### src/rtl/ps2_rx_decoder.sv
// PS/2 keyboard receiver: synchronises the raw PS/2 lines, frames 11-bit
// packets with start/parity/stop and inter-bit timeout checks, and folds
// E0/F0 prefixes into a single per-key event.
module ps2_rx_decoder #(
    parameter int unsigned TIMEOUT_CYCLES = 100000,
    parameter int unsigned SYNC_STAGES    = 2
) (
    input  logic       clk,
    input  logic       resetn,
    input  logic       PS2_CLK,
    input  logic       PS2_DAT,
    output logic [7:0] rx_byte,
    output logic       rx_valid,
    output logic       frame_err,
    output logic [7:0] scan_code,
    output logic       code_extended,
    output logic       code_release,
    output logic       code_valid
);

    localparam int unsigned SS = (SYNC_STAGES < 2) ? 2 : SYNC_STAGES;
    localparam int unsigned TW = (TIMEOUT_CYCLES > 2) ? $clog2(TIMEOUT_CYCLES) : 1;
    localparam logic [TW-1:0] TO_LAST = TW'(TIMEOUT_CYCLES - 1);

    typedef enum logic [1:0] {
        IDLE,
        DATA,
        PARITY,
        STOP
    } state_t;

    logic [SS-1:0] clk_sync;
    logic [SS-1:0] dat_sync;
    logic          clk_prev;
    logic          fall_q;
    logic          dat_q;

    state_t        state, state_nxt;
    logic [2:0]    bit_cnt, bit_cnt_nxt;
    logic [7:0]    shift, shift_nxt;
    logic          par_bit, par_nxt;
    logic [TW-1:0] to_cnt, to_cnt_nxt;
    logic [7:0]    byte_nxt;
    logic          valid_nxt;
    logic          err_nxt;

    logic          ext_pending;
    logic          rel_pending;

    // Synchronisers and falling-edge detect; the edge and the data sample are
    // registered together so the FSM sees them aligned.
    always_ff @(posedge clk) begin
        if (!resetn) begin
            clk_sync <= '1;
            dat_sync <= '1;
            clk_prev <= 1'b1;
            fall_q   <= 1'b0;
            dat_q    <= 1'b1;
        end else begin
            clk_sync <= {clk_sync[SS-2:0], PS2_CLK};
            dat_sync <= {dat_sync[SS-2:0], PS2_DAT};
            clk_prev <= clk_sync[SS-1];
            fall_q   <= clk_prev & ~clk_sync[SS-1];
            dat_q    <= dat_sync[SS-1];
        end
    end

    // Framer state register and registered outputs.
    always_ff @(posedge clk) begin
        if (!resetn) begin
            state     <= IDLE;
            bit_cnt   <= '0;
            shift     <= '0;
            par_bit   <= 1'b0;
            to_cnt    <= '0;
            rx_byte   <= '0;
            rx_valid  <= 1'b0;
            frame_err <= 1'b0;
        end else begin
            state     <= state_nxt;
            bit_cnt   <= bit_cnt_nxt;
            shift     <= shift_nxt;
            par_bit   <= par_nxt;
            to_cnt    <= to_cnt_nxt;
            rx_byte   <= byte_nxt;
            rx_valid  <= valid_nxt;
            frame_err <= err_nxt;
        end
    end

    // Framer next-state: act only on a detected falling edge; otherwise run
    // the inter-bit timeout while a frame is in progress.
    always_comb begin
        state_nxt   = state;
        bit_cnt_nxt = bit_cnt;
        shift_nxt   = shift;
        par_nxt     = par_bit;
        to_cnt_nxt  = to_cnt;
        byte_nxt    = rx_byte;
        valid_nxt   = 1'b0;
        err_nxt     = 1'b0;
        if (fall_q) begin
            to_cnt_nxt = '0;
            case (state)
                IDLE: begin
                    if (!dat_q) begin
                        state_nxt   = DATA;
                        bit_cnt_nxt = '0;
                    end
                end
                DATA: begin
                    shift_nxt = {dat_q, shift[7:1]};
                    if (bit_cnt == 3'd7) begin
                        state_nxt = PARITY;
                    end else begin
                        bit_cnt_nxt = bit_cnt + 3'd1;
                    end
                end
                PARITY: begin
                    par_nxt   = dat_q;
                    state_nxt = STOP;
                end
                STOP: begin
                    if (dat_q && ((^shift) ^ par_bit)) begin
                        byte_nxt  = shift;
                        valid_nxt = 1'b1;
                    end else begin
                        err_nxt = 1'b1;
                    end
                    state_nxt = IDLE;
                end
                default: state_nxt = IDLE;
            endcase
        end else if (state != IDLE) begin
            if (to_cnt == TO_LAST) begin
                err_nxt    = 1'b1;
                state_nxt  = IDLE;
                to_cnt_nxt = '0;
            end else begin
                to_cnt_nxt = to_cnt + TW'(1);
            end
        end else begin
            to_cnt_nxt = '0;
        end
    end

    // Prefix folding: E0/F0 only arm flags, any other byte emits an event;
    // a framing error or timeout drops any armed prefixes.
    always_ff @(posedge clk) begin
        if (!resetn) begin
            ext_pending   <= 1'b0;
            rel_pending   <= 1'b0;
            scan_code     <= '0;
            code_extended <= 1'b0;
            code_release  <= 1'b0;
            code_valid    <= 1'b0;
        end else begin
            code_valid <= 1'b0;
            if (frame_err) begin
                ext_pending <= 1'b0;
                rel_pending <= 1'b0;
            end else if (rx_valid) begin
                if (rx_byte == 8'hE0) begin
                    ext_pending <= 1'b1;
                end else if (rx_byte == 8'hF0) begin
                    rel_pending <= 1'b1;
                end else begin
                    scan_code     <= rx_byte;
                    code_extended <= ext_pending;
                    code_release  <= rel_pending;
                    code_valid    <= 1'b1;
                    ext_pending   <= 1'b0;
                    rel_pending   <= 1'b0;
                end
            end
        end
    end

endmodule
### config.mk
export PLATFORM = sky130hd
export DESIGN_NAME = ps2_rx_decoder
export DESIGN_NICKNAME = d
export VERILOG_FILES = /design/src/rtl/ps2_rx_decoder.sv
export SDC_FILE = /design/constraint.sdc
export NUM_CORES = 1
export LEC_CHECK = 0
export BUFFER_PORTS_ARGS = -buffer_cell sky130_fd_sc_hd__buf_2
export CAP_MARGIN = 10
export CORE_MARGIN = 2
export CORE_UTILIZATION = 58
export DETAILED_ROUTE_END_ITERATION = 7
export PLACE_DENSITY_LB_ADDON = 0.05
export SLEW_MARGIN = 20
export SYNTH_ARGS = -nofsm -noshare
export SYNTH_HDL_FRONTEND = slang
export SYNTH_SLANG_ARGS = --single-unit
### constraint.sdc
create_clock -name clk -period 2.25 [get_ports clk]
set_input_delay 0.45 -clock clk [delete_from_list [all_inputs] [get_ports clk]]
set_output_delay 0.45 -clock clk [all_outputs]
set_load 0.02 [all_outputs]
==> run_results.csv, run 1 <==
group,metric,value,unit
sta,finalMaxSlewViolations,0,
sta,clock_skew,0.006479,ns
synth,yosysUniqueCellTypes,43,
placed_design,portBuffers,24,
sta,setup_viol,0,
finish,syn2layout_area_growth,15.55,%
cts,post_cts_buffers,0,
cts,clock_path_buffers,2,
floorplan,rows,24,
finish,final_cells,371,
critical_path,ff2ff_path_depth,4,
global_routing,grt_pass1_wl,8266,um
synth,netlist_instances,282,
cts,cts-resized-gates,0,
synth,synth-main-ff-cell,"dfxtp_1",
global_routing,grt_pass1_vias,1838,
sta,clock.fmax,0.5378,GHz
min_path,min_path_type,"input pin to flip-flop",
sta,whs,0.3012,ns
drt,num_vias,1993,
cts,cts_hold_buffers,0,
synth,synth_edf_count,0,
cts,clockRootBuffer,"clkbuf_8",
critical_path,startpoint_type,"flip-flop",
synth,synth_top_cell_area_share,46.83,%
finish,insertedDiodeCount,0,
critical_path,critPathKind,"flip-flop to flip-flop",
synth,yosys_register_bits,61,
cts,cts.reportedPaths.clkPinSlew,0.07,ns
sta,min_period_over_period,82.64,%
sta,setup-tns-final,0,ns
sta,rsz0062_at_grt,"false",
synth,syn-cell-area,2608,um^2
drt,met3_length,190,um
synth,synth_nets,294,
cts,cts_num_sinks,61,
cts,cts_buffers,9,
floorplan,core,4354,um^2
sta,period_needed,1.859,ns
critical_path,path_max_fanout,9,
cts,h-tree-depth,3,
pwr,p_leak,0.001104,uW
drt,met1Wirelength,2345,um
global_routing,grt_usage,20.84,%
sta,relSlewSlack,63.17,%
floorplan,die_width,71.05,um
global_routing,grt_max_degree,24,
pwr,peakVddDrop,0.0005712,V
critical_path,worstPathRequired,2.51,ns
cts,clk_latency,0.33,ns
finish,drive_above_1_share,17.24,%
drt,drtIter0Drc,113,
synth,ys_seq_area_share,46.83,%
drt,vias_per_cell,5.372,
synth,async_flop_share,0,%
floorplan,initial_utilization,59.89,%
synth,synth_top_cell_by_area,"dfxtp_1",
drt,drc,0,
synth,syn_area_per_cell,9.246,um^2
drt,first_pass_iters,4,
drt,wl_met2,2070,um
global_routing,antenna_found_initial,0,
synth,yosysWarnings,0,
placed_design,routabilityCongestion,0.8142,
drt,routed.top_layer,"met4",
run_status,status,"finished clean",
critical_path,worstPathArrival,2.12,ns
drt,wl_per_cell,12.64,um
sta,hold_viol,0,
finish,nFillCells,372,
sta,tightest_slew,0.5450,ns
pwr,power_density,701.2,nW/um^2
critical_path,endpoint_kind,"flip-flop",
global_routing,grt.overflow.total,0,
placed_design,dp.cells,355,
floorplan,fp.dieH,71.05,um
synth,synth.area.top_cells,"dfxtp_1, mux2i_1, nand2_1",
drt,routed_wl,4691,um
floorplan,dieArea,5048,um^2
min_path,min_path_cells,2,
run,max_cap_viol_count,0,
finish,finalNetCount,326,
cts,cts_tree,"built",
drt,ant_nets,0,
floorplan,ios,25,
placed_design,hpwl,3272,um
==> power breakdown <==
part / switching, uW / internal, uW
Sequential: 2.04 / 1080
Combinational: 19.8 / 9.82
Clock: 396 / 601
Total: 418 / 1700
==> registers in the layout, summed over array words and instances (netlist names) <==
register and count:
frame_err 1, bit_cnt 3, ext_pending 1, dat_q 1
par_bit 1, code_release 1, rel_pending 1, rx_byte 8
state 2, fall_q 1, rx_valid 1, scan_code 8
dat_sync 2, clk_prev 1, clk_sync 2, code_extended 1
to_cnt 17, code_valid 1, shift 8
==> cell type report <==
| class | instances | area [um^2] | share of cell area (%) |
|---|---|---|---|
| Multi-Input combinational cell | 200 | 1301 | 43.19 |
| Clock inverter | 3 | 42.54 | 1.412 |
| Timing Repair Buffer | 31 | 172.7 | 5.731 |
| Inverter | 11 | 41.29 | 1.370 |
| Clock buffer | 13 | 168.9 | 5.606 |
| Tap cell | 52 | 65.06 | 2.159 |
| Sequential cell | 61 | 1221 | 40.53 |
==> kinds of logic (layout without fill, tap and decap cells) <==
family,after synthesis,count (layout),share of synthesized area [%]
xor gates and xnor gates,18,18,7.197
buffers and inverters,21,58,3.455
AOI/OAI and AO/OA,32,32,7.198
muxes,20,20,8.157
DFF,61,61,46.83
and+or+nand+nor,122,122,23.32
adders and majority gates,8,8,3.839
==> cells in the mapped netlist, types with 2 or more instances <==
cell type,instances
and4_1,2
dfxtp_1,61
a21oi_1,19
nand2b_1,6
xor2_1,5
nor4_1,3
o211ai_1,4
nand3_1,17
xnor2_1,11
nand2_1,35
buf_2,2
nand4_1,6
nor3_1,4
inv_1,10
clkbuf_1,6
nor4b_1,3
ha_1,8
or2_2,3
or3_1,3
nor2_1,31
mux2i_1,19
o21ai_0,3
==> per-stage QoR <==
stage | power, uW | utilization (%) | instance area [um^2] | setup slack, ns
6_report | 2113 | 69.20 | 3013 | 0.3905
5_1_grt | 2187 | 69.20 | 3013 | 0.1426
4_1_cts | 2135 | 69.20 | 3013 | 0.3836
3_5_place_dp | 1140 | 64.34 | 2801 | 0.3971
3_3_place_gp | 1140 | 64.34 | 2801 | 0.4586
2_1_floorplan | 1130 | - | 2608 | 0.5444
==> routing by layer <==
metal  vias to the layer above  global-route usage [%]
met5                         -                       0
met4                         0                   10.69
met3                         8                   5.271
met2                        44                   31.05
met1                       909                   28.11
li1                       1032                       -
==> worst max-delay path: stages, from the launching register on <==
cell and delay [ns]:
dfxtp_1 0.39, xor3_1 0.47, or2_2 0.33, mux2i_4 0.37, mux2i_1 0.23
==> placed cells by master (no fill, tap or decap), types with 2 or more instances in the layout <==
cell / synthesis / layout
nand3_1: 17 / 17
dfxtp_1: 61 / 61
buf_4: 1 / 7
nand2b_1: 6 / 6
inv_1: 10 / 10
nor2_1: 31 / 31
or3_1: 3 / 3
nor3_1: 4 / 4
buf_2: 2 / 24
nor4b_1: 3 / 3
o211ai_1: 4 / 4
clkbuf_8: 0 / 12
nand2_1: 35 / 35
or2_2: 3 / 3
xnor2_1: 11 / 11
xor2_1: 5 / 5
and4_1: 2 / 2
a21oi_1: 19 / 19
o21ai_0: 3 / 3
ha_1: 8 / 8
nor4_1: 3 / 3
nand4_1: 6 / 6
mux2i_1: 19 / 19
==> final timing paths <==
path,startpoint,to,slack (ns)
setup / recovery,shift[7]$_SDFFE_PN0P_,rx_byte[4]$_SDFFE_PN0P_,0.39
hold / removal,PS2_CLK,clk_sync[0]$_SDFF_PN1_,0.30
setup reg to reg,shift[7]$_SDFFE_PN0P_,rx_byte[4]$_SDFFE_PN0P_,0.39
hold reg to reg,clk_sync[0]$_SDFF_PN1_,clk_sync[1]$_SDFF_PN1_,0.41
Power figures use the tool's default switching activity.
==> run 2: changes to the inputs <==
--- a/config.mk
+++ b/config.mk
@@ -5,6 +5,7 @@
 export SDC_FILE = /design/constraint.sdc
 export NUM_CORES = 1
 export LEC_CHECK = 0
+export ABC_AREA = 1
 export BUFFER_PORTS_ARGS = -buffer_cell sky130_fd_sc_hd__buf_2
 export CAP_MARGIN = 10
 export CORE_MARGIN = 2
==> constraint.sdc (replaced) <==
create_clock -name clk -period 1.75 [get_ports clk]
set_input_delay 0.35 -clock clk [delete_from_list [all_inputs] [get_ports clk]]
set_output_delay 0.35 -clock clk [all_outputs]
set_load 0.02 [all_outputs]
==> run_results.csv, run 2 <==
group,metric,value,unit
floorplan,initial_utilization,59.32,%
sta,setup-tns-final,0,ns
synth,netlist_instances,370,
min_path,worstHoldEndpoint,"clk_sync[0]$_SDFF_PN1_",
critical_path,path_max_fanout,4,
sta,setup_viol,0,
cts,cts_num_sinks,61,
global_routing,grt.overflow.total,0,
finish,finalNetCount,414,
synth,synth-main-ff-cell,"dfxtp_1",
synth,synth_top_cell_by_area,"dfxtp_1",
run_status,status,"finished clean",
pwr,power_density,890.6,nW/um^2
synth,synth-simple-area-share,31.57,%
drt,wl_per_cell,11.73,um
synth,synth_top_cell_area_share,44.46,%
finish,stdcell_area,3171,um^2
cts,clk_latency,0.34,ns
drt,vias_per_cell,5.213,
synth,synth_mux_area_share,0,%
floorplan,rows,25,
critical_path,reg2reg_from,"state[1]$_SDFFE_PN0P_",
cts,cts_tree,"built",
floorplan,dieArea,5301,um^2
cts,cts.reportedPaths.clkPinSlew,0.07,ns
synth,yosys_register_bits,61,
synth,synth_top_family_by_area,"simple AND/OR/NAND/NOR gates",
sta,rsz0062_at_grt,"false",
cts,clockRootBuffer,"clkbuf_8",
critical_path,worstPathRequired,1.98,ns
sta,clock.fmax,0.6401,GHz
drt,routed_wl,5408,um
finish,nFillCells,389,
min_path,worstHoldStart,"PS2_CLK",
finish,multi_input_area,1321,um^2
placed_design,portBuffers,24,
sta,min_period_over_period,89.27,%
cts,clock_path_buffers,2,
finish,regArea,1221,um^2
pwr,peakVddDrop,0.0006011,V
placed_design,hpwl,3879,um
sta,relSlewSlack,68.73,%
floorplan,core,4629,um^2
synth,synth-xor-area-share,1.276,%
cts,h-tree-depth,3,
synth,yosysWarnings,0,
drt,met3_length,217,um
sta,clock_skew,0.008862,ns
drt,wl_met2,2725,um
sta,finalMaxSlewViolations,0,
drt,first_pass_iters,4,
synth,ys_seq_area_share,44.46,%
finish,syn2layout_area_growth,15.44,%
drt,routed.top_layer,"met4",
synth,synth.area.top_cells,"dfxtp_1, nand2_1, nor2_1",
finish,insertedDiodeCount,0,
synth,syn-cell-area,2746,um^2
critical_path,worstReg2RegEnd,"bit_cnt[0]$_SDFFE_PN0P_",
critical_path,worstPathArrival,1.79,ns
placed_design,routabilityCongestion,0.8104,
synth,synth_nets,382,
global_routing,grt_max_degree,21,
floorplan,fp.dieH,72.81,um
global_routing,grt_pass1_vias,2167,
synth,ys_top_cells_by_count,"nand2_1, dfxtp_1, nor2_1",
min_path,min_path_cells,2,
min_path,min_path_type,"input pin to flip-flop",
synth,synth_compound_area_share,11.44,%
drt,ant_nets,0,
drt,drc,0,
synth,syn_area_per_cell,7.423,um^2
critical_path,startpoint_type,"flip-flop",
synth,synth.most_common_cell,"nand2_1",
floorplan,die_width,72.81,um
synth,yosysUniqueCellTypes,34,
critical_path,endpoint_kind,"flip-flop",
run,max_cap_viol_count,0,
global_routing,antenna_found_initial,0,
global_routing,grt_pass1_wl,9259,um
finish,most-common-layout-cells,"nand2_1, dfxtp_1, nor2_1, inv_1, a21oi_1",
global_routing,grt_usage,22.74,%
sta,tightest_slew,0.4686,ns
sta,hold_viol,0,
synth,yosys.area_share.adder,3.645,%
critical_path,ff2ff_path_depth,9,
finish,final_common_cell,"nand2_1",
critical_path,reg2reg_slack,0.19,ns
drt,met1Wirelength,2373,um
critical_path,critPathKind,"flip-flop to flip-flop",
sta,period_needed,1.562,ns
drt,num_vias,2403,
drt,drtIter0Drc,117,
finish,regMostFlops,"to_cnt",
placed_design,placed_area,2935,um^2
finish,largest_reg_flops,17,
synth,synth_edf_count,0,
cts,cts_buffers,9,
finish,drive_above_1_share,18.18,%
synth,async_flop_share,0,%
floorplan,ios,25,
pwr,p_leak,0.001406,uW
run 2: changes by cell type in the layout (fill, tap and decap cells not counted), sizes merged, moves of 6 or more:
| cell | change |
|---|---|
| nand2b | -6 |
| mux2i | -20 |
| nor2 | +20 |
| o21ai | +17 |
| a21oi | +13 |
| xnor2 | -10 |
| nand2 | +41 |
| inv | +34 |
| nand3 | +12 |
run 2: kinds of logic (layout without fill, tap and decap cells):
kind of cell | count (synthesis) | in the layout
flip-flops | 61 | 61
adder cells (fa/ha/maj) | 8 | 8
AND/OR/NAND/NOR | 184 | 184
XOR/XNOR | 4 | 4
buffers and inverters | 54 | 91
AO/OA/AOI/OAI | 59 | 59
run 2: where the power goes:
group / switching, uW / total [uW] / internal (uW) / leakage, uW
combinational: 27.4 / 43.7 / 16.3 / 0.000804
sequential: 2.78 / 1400 / 1390 / 0.000492
clock: 575 / 1380 / 808 / 0.000110
total: 605 / 2820 / 2220 / 0.00141
run 2: worst max-delay path by stage:
stage	slack [ns]	depth (start not counted)	start	end
3_5_place_dp	0.18	9	state[1]$_SDFFE_PN0P_	bit_cnt[0]$_SDFFE_PN0P_
5_1_grt	0.01	8	to_cnt[0]$_SDFF_PP0_	to_cnt[13]$_SDFF_PP0_
4_1_cts	0.16	7	to_cnt[0]$_SDFF_PP0_	to_cnt[14]$_SDFF_PP0_
2_1_floorplan	0.30	8	bit_cnt[0]$_SDFFE_PN0P_	bit_cnt[0]$_SDFFE_PN0P_
6_report	0.19	9	state[1]$_SDFFE_PN0P_	bit_cnt[0]$_SDFFE_PN0P_
3_3_place_gp	0.25	9	state[1]$_SDFFE_PN0P_	bit_cnt[0]$_SDFFE_PN0P_
run 2: what timing repair did:
item | 4_1_cts | 5_1_grt
hold buffers | 0 | 0
setup buffers | 0 | 1
setup endpoints to repair | 0 | 3
endpoints found under the hold margin | 0 | 0
gates resized for setup | 0 | 1
run 2: layout make-up:
cell class | count | area share (%)
sequential | 61 | 38.52
multi-input combinational | 255 | 41.67
clock buffer | 9 | 3.907
tap | 54 | 2.131
timing repair buffer | 31 | 5.446
clock inverter | 7 | 3.118
inverter | 44 | 5.209
run 2: per-stage QoR:
stage | setup WS [ns] | power, uW | instances | hold slack (ns) | util (%)
after floorplan | 0.3011 | 1458 | 370 | 0.3924 | -
after global placement | 0.2484 | 1472 | 444 | 0.3932 | 63.41
after detailed placement | 0.1830 | 1473 | 444 | 0.3977 | 63.41
after CTS | 0.1637 | 2851 | 460 | 0.1909 | 68.22
after global routing | 0.01405 | 2925 | 461 | 0.1947 | 68.49
final | 0.1878 | 2824 | 461 | 0.1992 | 68.49
run 2: metal layers:
| metal | track usage, % | vias up |
|---|---|---|
| met5 | 0 | - |
| met4 | 11.93 | 0 |
| met3 | 5.110 | 10 |
| met2 | 39.09 | 51 |
| met1 | 26.25 | 1076 |
| li1 | - | 1266 |
run 2: worst max-delay path, stage by stage, from the launching register on:
cell and delay [ns]:
dfxtp_1 0.33, inv_1 0.10, ha_1 0.22, inv_1 0.07, or2_2 0.28, nand2_1 0.06
nand2_1 0.07, inv_1 0.12, o21ai_0 0.09, o211a_1 0.11
